==> src/rtl/rom_loader_pkg.sv <==
// Shared definitions for the instruction-store loader: word geometry and FSM encodings.
package rom_loader_pkg;

  localparam int unsigned INST_WIDTH     = 28;
  localparam int unsigned BYTES_PER_INST = 4;

  localparam logic [2:0] S_IDLE   = 3'd0;
  localparam logic [2:0] S_CNT_HI = 3'd1;
  localparam logic [2:0] S_CNT_LO = 3'd2;
  localparam logic [2:0] S_BYTES  = 3'd3;
  localparam logic [2:0] S_WRITE  = 3'd4;
  localparam logic [2:0] S_DONE   = 3'd5;
  localparam logic [2:0] S_ERROR  = 3'd6;

  // The leading byte of each instruction carries only the 4 MSBs of the word.
  function automatic logic bad_lead_nibble(input logic [7:0] b);
    return b[7:4] != 4'h0;
  endfunction

endpackage

==> src/rtl/rom_loader_assembler.sv <==
// Big-endian 4-byte instruction assembler with byte counter and lead-nibble check.
module rom_loader_assembler
  import rom_loader_pkg::*;
(
  input  logic                  clk,
  input  logic                  rst_n,
  input  logic                  clear,
  input  logic                  shift,
  input  logic [7:0]            din,
  output logic [INST_WIDTH-1:0] word_next,
  output logic                  last,
  output logic                  nibble_err
);

  logic [23:0] sr;
  logic [1:0]  cnt;

  always_ff @(posedge clk) begin
    if (!rst_n) begin
      sr  <= '0;
      cnt <= '0;
    end else if (clear) begin
      cnt <= '0;
    end else if (shift) begin
      sr  <= {sr[15:0], din};
      cnt <= cnt + 2'd1;
    end
  end

  // Word as it will look once din is shifted in, so the write can be registered on the 4th byte.
  assign word_next  = {sr[19:0], din};
  assign last       = (cnt == 2'(BYTES_PER_INST - 1));
  assign nibble_err = (cnt == 2'd0) && bad_lead_nibble(din);

endmodule

==> src/rtl/rom_loader.sv <==
// Loads a counted byte stream of 28-bit instructions into the instruction RAM, holding the CPU in reset meanwhile.
module rom_loader
  import rom_loader_pkg::*;
#(
  parameter int unsigned           ADDR_WIDTH = 16,
  parameter int unsigned           INST_WIDTH = rom_loader_pkg::INST_WIDTH,
  parameter logic [ADDR_WIDTH-1:0] BASE_ADDR  = '0
) (
  input  logic                  Clock,
  input  logic                  Reset,
  input  logic                  iStart,
  input  logic [7:0]            iByte,
  input  logic                  iByteValid,
  output logic                  oByteReady,
  output logic                  oWrEnable,
  output logic [ADDR_WIDTH-1:0] oWrAddress,
  output logic [INST_WIDTH-1:0] oWrData,
  output logic                  oCpuHold,
  output logic                  oDone,
  output logic                  oError
);

  logic [2:0]            state;
  logic [15:0]           n;
  logic [15:0]           index;
  logic                  xfer;
  logic [INST_WIDTH-1:0] word_next;
  logic                  last;
  logic                  nibble_err;

  assign oByteReady = (state == S_CNT_HI) || (state == S_CNT_LO) || (state == S_BYTES);
  assign xfer       = iByteValid && oByteReady;
  assign oWrEnable  = (state == S_WRITE);
  assign oCpuHold   = (state != S_DONE);
  assign oDone      = (state == S_DONE);
  assign oError     = (state == S_ERROR);

  rom_loader_assembler u_asm (
    .clk        (Clock),
    .rst_n      (Reset),
    .clear      (state != S_BYTES),
    .shift      (xfer && (state == S_BYTES)),
    .din        (iByte),
    .word_next  (word_next),
    .last       (last),
    .nibble_err (nibble_err)
  );

  always_ff @(posedge Clock) begin
    if (!Reset) begin
      state      <= S_IDLE;
      n          <= '0;
      index      <= '0;
      oWrAddress <= BASE_ADDR;
      oWrData    <= '0;
    end else begin
      case (state)
        S_IDLE, S_DONE, S_ERROR: begin
          if (iStart) begin
            state <= S_CNT_HI;
            index <= '0;
          end
        end
        S_CNT_HI: begin
          if (xfer) begin
            n[15:8] <= iByte;
            state   <= S_CNT_LO;
          end
        end
        S_CNT_LO: begin
          if (xfer) begin
            n[7:0] <= iByte;
            state  <= ({n[15:8], iByte} == 16'd0) ? S_DONE : S_BYTES;
          end
        end
        S_BYTES: begin
          if (xfer) begin
            if (nibble_err) begin
              state <= S_ERROR;
            end else if (last) begin
              // Address and data are captured here so they are stable for the whole WRITE cycle.
              state      <= S_WRITE;
              oWrAddress <= BASE_ADDR + ADDR_WIDTH'(index);
              oWrData    <= word_next;
            end
          end
        end
        S_WRITE: begin
          index <= index + 16'd1;
          state <= ((index + 16'd1) == n) ? S_DONE : S_BYTES;
        end
        default: state <= S_IDLE;
      endcase
    end
  end

endmodule
==> config.mk <==
export PLATFORM = sky130hd
export DESIGN_NAME = rom_loader
export DESIGN_NICKNAME = d
export VERILOG_FILES = /design/src/rtl/rom_loader_pkg.sv /design/src/rtl/rom_loader_assembler.sv /design/src/rtl/rom_loader.sv
export SDC_FILE = /design/constraint.sdc
export NUM_CORES = 1
export LEC_CHECK = 0
export CORE_ASPECT_RATIO = 1.4
export CORE_MARGIN = 10
export CORE_UTILIZATION = 55
export CTS_CLUSTER_DIAMETER = 150
export DETAILED_ROUTE_END_ITERATION = 6
export PLACE_DENSITY_LB_ADDON = 0.05
export SKIP_CTS_REPAIR_TIMING = 1
export SYNTH_ARGS = -nofsm -noshare
export SYNTH_HDL_FRONTEND = slang
export SYNTH_SLANG_ARGS = --single-unit
==> constraint.sdc <==
create_clock -name Clock -period 4.81 [get_ports Clock]
set_input_delay 0.962 -clock Clock [delete_from_list [all_inputs] [get_ports Clock]]
set_output_delay 0.962 -clock Clock [all_outputs]
set_load 0.01 [all_outputs]
Word level (Yosys, flattened, before mapping)
Cells that the tools add are included.

word-level totals
  flip-flop bits (word level) = 101
  bits in latches = 0
  RAM bits = 0
  memory bits (read-only) = 0
  bits of input ports = 12
  output and inout port bits = 49
  logic and storage cells = 57
  memories kept = 0

operators by class
  add/subtract/negate cells = 2
  multipliers = 0
  div/mod/pow operators = 0
  order comparisons = 0
  eq/ne operators = 15
  shifts and indexed selects = 0
  muxes and demuxes = 11
  bitwise operators = 3
  reduce and logical (&&, ||, !) cells = 18

operators with widths
  kind                                                   number
  case mux 16 bit (2 select lines)                       1
  two-way mux 3 bit                                      8
  adder 16 x 1 -> 16 bit, second input constant          1
  == test 16 bit                                         1
  logical NOT 16 bit                                     1
  two-way mux 16 bit                                     1
  case mux 3 bit (5 select lines)                        1
  == test 3 bit, second input constant                   3
  inequality test 2 bit, second input constant           4
  AND reduction 2 bit                                    4
  == test 3 x 2 -> 1 bit, second input constant          2
  inequality test 3 bit, second input constant           2
  AND reduction 5 bit                                    1
  AND reduction 4 bit                                    1
  nonzero test 4 bit                                     1
  == test 3 x 1 -> 1 bit, second input constant          1
  logical AND 1 bit                                      3
  logical NOT 3 bit                                      1
  inequality test 3 x 2 -> 1 bit, second input constant  1
  NOT 1 bit                                              3
  OR reduction 3 bit                                     1
  adder 2 x 1 -> 2 bit, second input constant            1
  == test 2 bit, second input constant                   1
  logical NOT 2 bit                                      1
  other kinds (3)                                        4

Logic depth before layout (Yosys ltp)
Gate-level depths: netlist (run 1).

  depth in word-level cells = 6
  gate-level depth with buffers = 10
  gate-level depth less buffers = 8

By module
Synthesis (run 1) repeated with hierarchy kept, for this count alone.

second synthesis, totals
  cell total of the unflattened synthesis = 571
  area, all modules = 4,642.0 µm²

by module, submodules not included
  module                times used  cells each  area each (µm²)  seq. area each (µm²)
  rom_loader            1           477         3,696.0          1,581.5
  rom_loader_assembler  1           94          945.9            440.4

Worst setup path after synthesis (run 1)
No wires, ideal clock.

  path kind = input to register
  from = input port iByteValid
  to = register n[10]
  setup time = 0.128 ns
  arrival time = 2.064 ns
  required time = 4.682 ns
  setup slack = 2.619 ns
  stages on the path = 5
  path buffers = 2
  cells stage by stage = clkbuf_1 -> nor4b_1 -> clkbuf_1 -> mux2i_1 -> nor2_1

on the way
  longest elaborated chain between the ends = 2

ends and longest elaborated chain
  item                                  line              source
  start: declaration                    rom_loader.sv:13  input logic iByteValid,
  logical AND 1 bit                     rom_loader.sv:32  assign xfer = iByteValid && oByteReady;
  AND reduction 2 bit (no source line)  --
  end signal: assignment                rom_loader.sv:66  n[15:8] <= iByte;
  end: declaration                      rom_loader.sv:24  logic [15:0] n;

No other way between the ends.
A chain may end at the register's enable or synchronous reset.

Final worst setup path (run 1)
  from = register state[0]
  to = output port oWrEnable

on the way
  longest elaborated chain between the ends = 1

ends and longest elaborated chain
  item                      line              source
  start: declaration        rom_loader.sv:23  logic [2:0] state;
  start signal: assignment  rom_loader.sv:73  state <= ({n[15:8], iByte} == 16'd0) ? S_DONE : S_BYTES;
  start signal: assignment  rom_loader.sv:90  state <= ((index + 16'd1) == n) ? S_DONE : S_BYTES;
  == test 3 bit             rom_loader.sv:33  assign oWrEnable = (state == S_WRITE);
  end: declaration          rom_loader.sv:15  output logic oWrEnable,

No other way between the ends.

==> metrics, run 1 <==
Final GP Congestion 0.925; status complete, no violations; startpoint type of the worst setup path flop; Hold Path Origin oWrData[12]; flop-to-flop setup slack 1920 ps; Syn Nets 582; top post-synthesis cells by area dfxtp_1 (45%), nand2_1 (12%), a21oi_1 (9.0%); worst r2r src state[1]; GRT Util Overall 0.190; slowest stage cell, crit path clkdlybuf4s50_1; leakage power 1.83 nW; Cell Area, Synth 4500 um2; Max Used Layer met4; Cell variety after synth 53; IO Port Bufs 60; Hold Crit Class flop to flop; antenna-violating nets left 0; htree depth 3; VDD IR-drop max 0.310 mV; Synth Register Bits 101; met2 wire length 5890 um; Worst Path Arrival 2330 ps; ys async rst share 0; Worst Hold Depth 2; top-area cell type share of the netlist area 0.449; antenna violations before repair 0; Area after DPL 5080 um2; drt wl/cell 16.4 um; Power Total 0.00194 W; reg2reg path depth 7; Post-synth top cells nand2_1 (138), dfxtp_1 (101), a21oi_1 (81), nor2_1 (44), clkbuf_1 (24); DRC 0; Reg clk slew, reported paths 70 ps; Final nets 614; violation count after the first detailed-routing iteration 256; leading area contributor after synthesis dfxtp_1; hpwl dp 8180 um; total CTS buffers 9; vias per inst 5.64; clk root buf clkbuf_16; Finish-stage setup viols 0; Die Ht 127 um; Seq/Total Area, Yosys 0.449; drt first pass iters 5; CP top delay family buffers and inverters; Setup crit end kind primary output; Final Core Density 0.668; Worst Path Buf+Inv 3; CP Cell Sequence nor2_1 > nand2_1 > buf_4 > inv_1 > clkdlybuf4s50_1; min cycle time layout 3290 ps; core area 8050 um2; required time of the critical path 3850 ps; io pins 61; met3 wire length 797 um; fin area 5380 um2; Area Growth Syn to Fin 19.4%; WL met1 4680 um; number of enable flip-flop cells after synthesis 0; final WL 11600 um; Die ar. 12300 um2; Worst Hold Endpoint oWrData[12]; Max Cap Viol 0; Worst-Margin Slew 1130 ps; yosys warns 0; Power Density 361 nW/um2; clock sink count 101; layout cells sized above 1 0.0530; number of cell rows 39; Final TNS setup 0 ps; most common cell in the netlist nand2_1; vias in the first global route 3705; Max Clk Rate 304 MHz; final hold vios 0; fin. max-slew vios 0; Post-Route Skew 5.85 ps; slew margin rel. 0.245; final period utilization 0.685; crit-path max FO 20; DR vias 3984; CTS tree done; die width 96.5 um; Fillers 693; Crit Path Class flop to primary output; first-pass GRT wire length 18700 um; Initial Util 0.559; Synth Area per Inst 7.94 um2; RR Endpoint oWrAddress[13]; largest net degree at the start of global routing 47; Clock Latency Late Sink 340 ps; total grt overflow 0; Crit path largest cell delay 630 ps; RSZ-0062 raised after global routing no; Main synth FF type dfxtp_1; clk buf depth 2; n_diodes 0; synthesized instance count 567
==> worst max path at each step <==
| stage | start | to | cells after the start |
|---|---|---|---|
| detailed placement | iByteValid | oWrAddress[13] | 6 |
| floorplan | iByteValid | n[10] | 5 |
| finish | state[0] | oWrEnable | 5 |
| global placement | iByteValid | oWrData[0] | 6 |
| CTS | state[0] | oWrEnable | 5 |
| global route | iByteValid | oWrAddress[8] | 6 |
==> report_power, final <==
part           internal, W  switching, W  total (W)
clock             0.000403      0.000309   0.000712
combinational     0.000128      0.000187   0.000315
sequential        0.000867     0.0000472   0.000914
==> worst reg2reg max path, stage by stage, from the launching register on <==
cell and delay, ps:
dfxtp_1 500, inv_2 100, nor2_1 290, and3_1 690
and3_1 570, buf_4 400, nand2_1 140, a21oi_1 140
==> layout by cell type, fill, tap and decap left out, drive strengths merged, types with 6 or more instances in the layout <==
master / count
nor4: 10
dfxtp: 101
inv: 11
nand3: 14
nand4: 6
buf: 6
clkdlybuf4s50: 60
xor2: 6
xnor2: 17
o21ai: 15
and3: 10
a21oi: 81
nand2: 138
nor2: 45
mux2i: 19
clkbuf: 10
==> through the flow <==
step	cells	setup slack [ps]	hold slack, ps
after floorplan	567	2620	432
after global placement	690	1360	437
after detailed placement	690	1250	446
after CTS	706	1520	456
after global routing	706	1330	473
final	706	1520	453
==> sequential cells by signal, summed over array words and instances (netlist names) <==
| register | cells |
|---|---|
| u_asm.sr | 20 |
| state | 3 |
| index | 16 |
| oWrData | 28 |
| u_asm.cnt | 2 |
| oWrAddress | 16 |
| n | 16 |
==> layout make-up <==
type	count	area, um2	area share
clock inverters	6	62.6	0.0116
clock buffers	10	229	0.0426
multi-input cells	411	2250	0.419
inverters	10	37.5	0.00698
repair buffers	66	646	0.120
flip-flops and latches	101	2020	0.376
well taps	102	128	0.0237
==> metal layers <==
layer	track usage	vias up
li1	-	1976
met1	0.236	1864
met2	0.318	123
met3	0.0340	21
met4	0.0635	0
met5	0	-
==> logic make-up (layout without fill, tap and decap cells) <==
logic type               after synthesis  in the layout  share of synthesized area
AO/OA/AOI/OAI                        118            118                      0.147
XOR/XNOR                              23             23                     0.0448
adder cells (fa/ha/maj)                4              4                     0.0106
buffers and inverters                 55             92                     0.0520
flip-flops                           101            101                      0.449
multiplexers                          20             20                     0.0448
AND/OR/NAND/NOR                      246            246                      0.252
(Power assumes the default switching activity.)
==> run 2, diff against run 1 <==
==> constraint.sdc (replaced) <==
create_clock -name Clock -period 3.4 [get_ports Clock]
set_input_delay 0.68 -clock Clock [delete_from_list [all_inputs] [get_ports Clock]]
set_output_delay 0.68 -clock Clock [all_outputs]
set_load 0.01 [all_outputs]
==> run 2 against run 1 <==
Effect of this change:
- hold slack gained 1.1 ps
- non-clock buffer count is 5 higher
- critical path depth rose by 2
- setup slack got worse by 830 ps
- largest cell class unchanged
- largest power group unchanged
==> metrics, run 2 (synthesized netlist as in run 1, its figures left out) <==
status complete, no violations; Crit Path Class flop to flop; crit-path max FO 10 (-50%); DR vias 4009 (+0.63%); DRC 0 (unchanged); Die ar. 12300 um2 (unchanged); clk root buf clkbuf_16; hpwl dp 8300 um (+1.5%); die width 96.5 um (unchanged); Switching Fraction 0.275 (-0.00446); Sw Pwr 0.000794 W (+46%); drt first pass iters 4 (-1); GRT Util Overall 0.199 (+0.00905); Hold Crit Class flop to flop; violation count after the first detailed-routing iteration 248 (-3.1%); VDD IR-drop max 0.370 mV (+20%); Reg clk slew, reported paths 70 ps (about the same); slew margin rel. 0.470 (+0.225); top flop regs oWrData x28, u_asm.sr x20; io pins 61 (unchanged); commonest non-fill, non-tap cell in the layout nand2_1; largest reg by FF count oWrData; Area Growth Syn to Fin 21.4%; CP startpoint index[1]; Clock Latency Late Sink 340 ps (about the same); sequential share of power 0.449 (-0.022); largest net degree at the start of global routing 56 (+19%); CTS tree done; layout cells sized above 1 0.0624 (+0.00942); Final GP Congestion 0.932 (+0.80%); fin. max-slew vios 0 (unchanged); total CTS buffers 9 (unchanged); required time of the critical path 3610 ps (-240 ps); max reg flops 28 (unchanged); Finish-stage setup viols 0 (unchanged); commonest cells after routing, fill and taps aside nand2_1 (138), dfxtp_1 (101), a21oi_1 (81), clkdlybuf4s50_1 (60), nor2_1 (44); Final nets 619 (+0.81%); Die Ht 127 um (unchanged); antenna-violating nets left 0 (unchanged); Setup crit end kind flop; P_int 0.00209 W (+49%); number of cell rows 39 (unchanged); Post-Route Skew 6.15 ps (+0.294 ps); Max Clk Rate 369 MHz; clk buf depth 2 (unchanged); htree depth 3 (unchanged); min cycle time layout 2710 ps; Initial Util 0.559 (unchanged); combinational power share 0.161 (about the same); antenna violations before repair 0 (unchanged); final WL 11800 um (+2.1%); RSZ-0062 raised after global routing no; Max Cap Viol 0 (unchanged); first-pass GRT wire length 19300 um (+3.1%); IO Port Bufs 60 (unchanged); final period utilization 0.798; total grt overflow 0 (unchanged); setup ws final 687 ps (-830 ps); startpoint type of the worst setup path flop; n_diodes 0 (unchanged); Worst Path Arrival 2920 ps (+590 ps); worst r2r src index[1]; core area 8050 um2 (unchanged); pre-CTS setup slack 668 ps (-584 ps); Hold Path Origin oWrAddress[6]; Worst-Margin Slew 793 ps (-337 ps); Clk pwr share 0.391 (+0.024); final hold vios 0 (unchanged); Final TNS setup 0 ps (unchanged); Power Density 528 nW/um2 (+46%); drt wl/cell 16.6 um (+1.4%); clock sink count 101 (unchanged); vias per inst 5.64 (about the same); leakage power 1.87 nW (+2.5%); vias in the first global route 3804 (+2.7%)
## run 2: area by class of cell
cell class              count  area [um2]
well taps                 102         128
clock buffers              10         239
fillers                   705        2590
repair buffers             71         696
inverters                  10        37.5
clock inverters             6        92.6
flip-flops and latches    101        2020
multi-input cells         411        2250
## run 2: metrics by stage
step	cell area, um2	total power, W	instances	hold slack [ps]	utilization
after global placement	5130	0.00178	695	439	0.638
after CTS	5470	0.00290	711	454	0.679
final	5470	0.00289	711	454	0.679
after floorplan	4500	0.00163	567	432	-
after global routing	5470	0.00301	711	472	0.679
after detailed placement	5130	0.00178	695	444	0.638
## run 2: power by group through the flow
stage	clock, W	sequential [W]	combinational [W]
6_report	0.00113	0.00130	0.000463
5_1_grt	0.00120	0.00130	0.000509
4_1_cts	0.00115	0.00129	0.000463
3_5_place_dp	0	0.00132	0.000460
3_3_place_gp	0	0.00132	0.000456
2_1_floorplan	0	0.00128	0.000346
## run 2: layer usage
metal / vias up / share of wire / GRT usage
met4: 0 / 0.012 / 0.0635
li1: 2000 / - / -
met2: 87 / 0.54 / 0.343
met3: 15 / 0.048 / 0.0410
met1: 1907 / 0.40 / 0.236
met5: - / 0 / 0
## run 2: critical path, cell delays in order (launching register included)
cell	delay, ps
dfxtp_1	480
ha_1	410
nand3_1	140
nor4_1	630
xnor2_1	200
nand2_1	90
nor4_1	510
a21oi_1	120
## run 2: worst paths after layout
check / slack, ps / end / depth (start not counted)
min reg2reg: 450 / oWrAddress[6] / 2
max: 690 / state[1] / 7
min: 450 / oWrAddress[6] / 2
max reg2reg: 690 / state[1] / 7
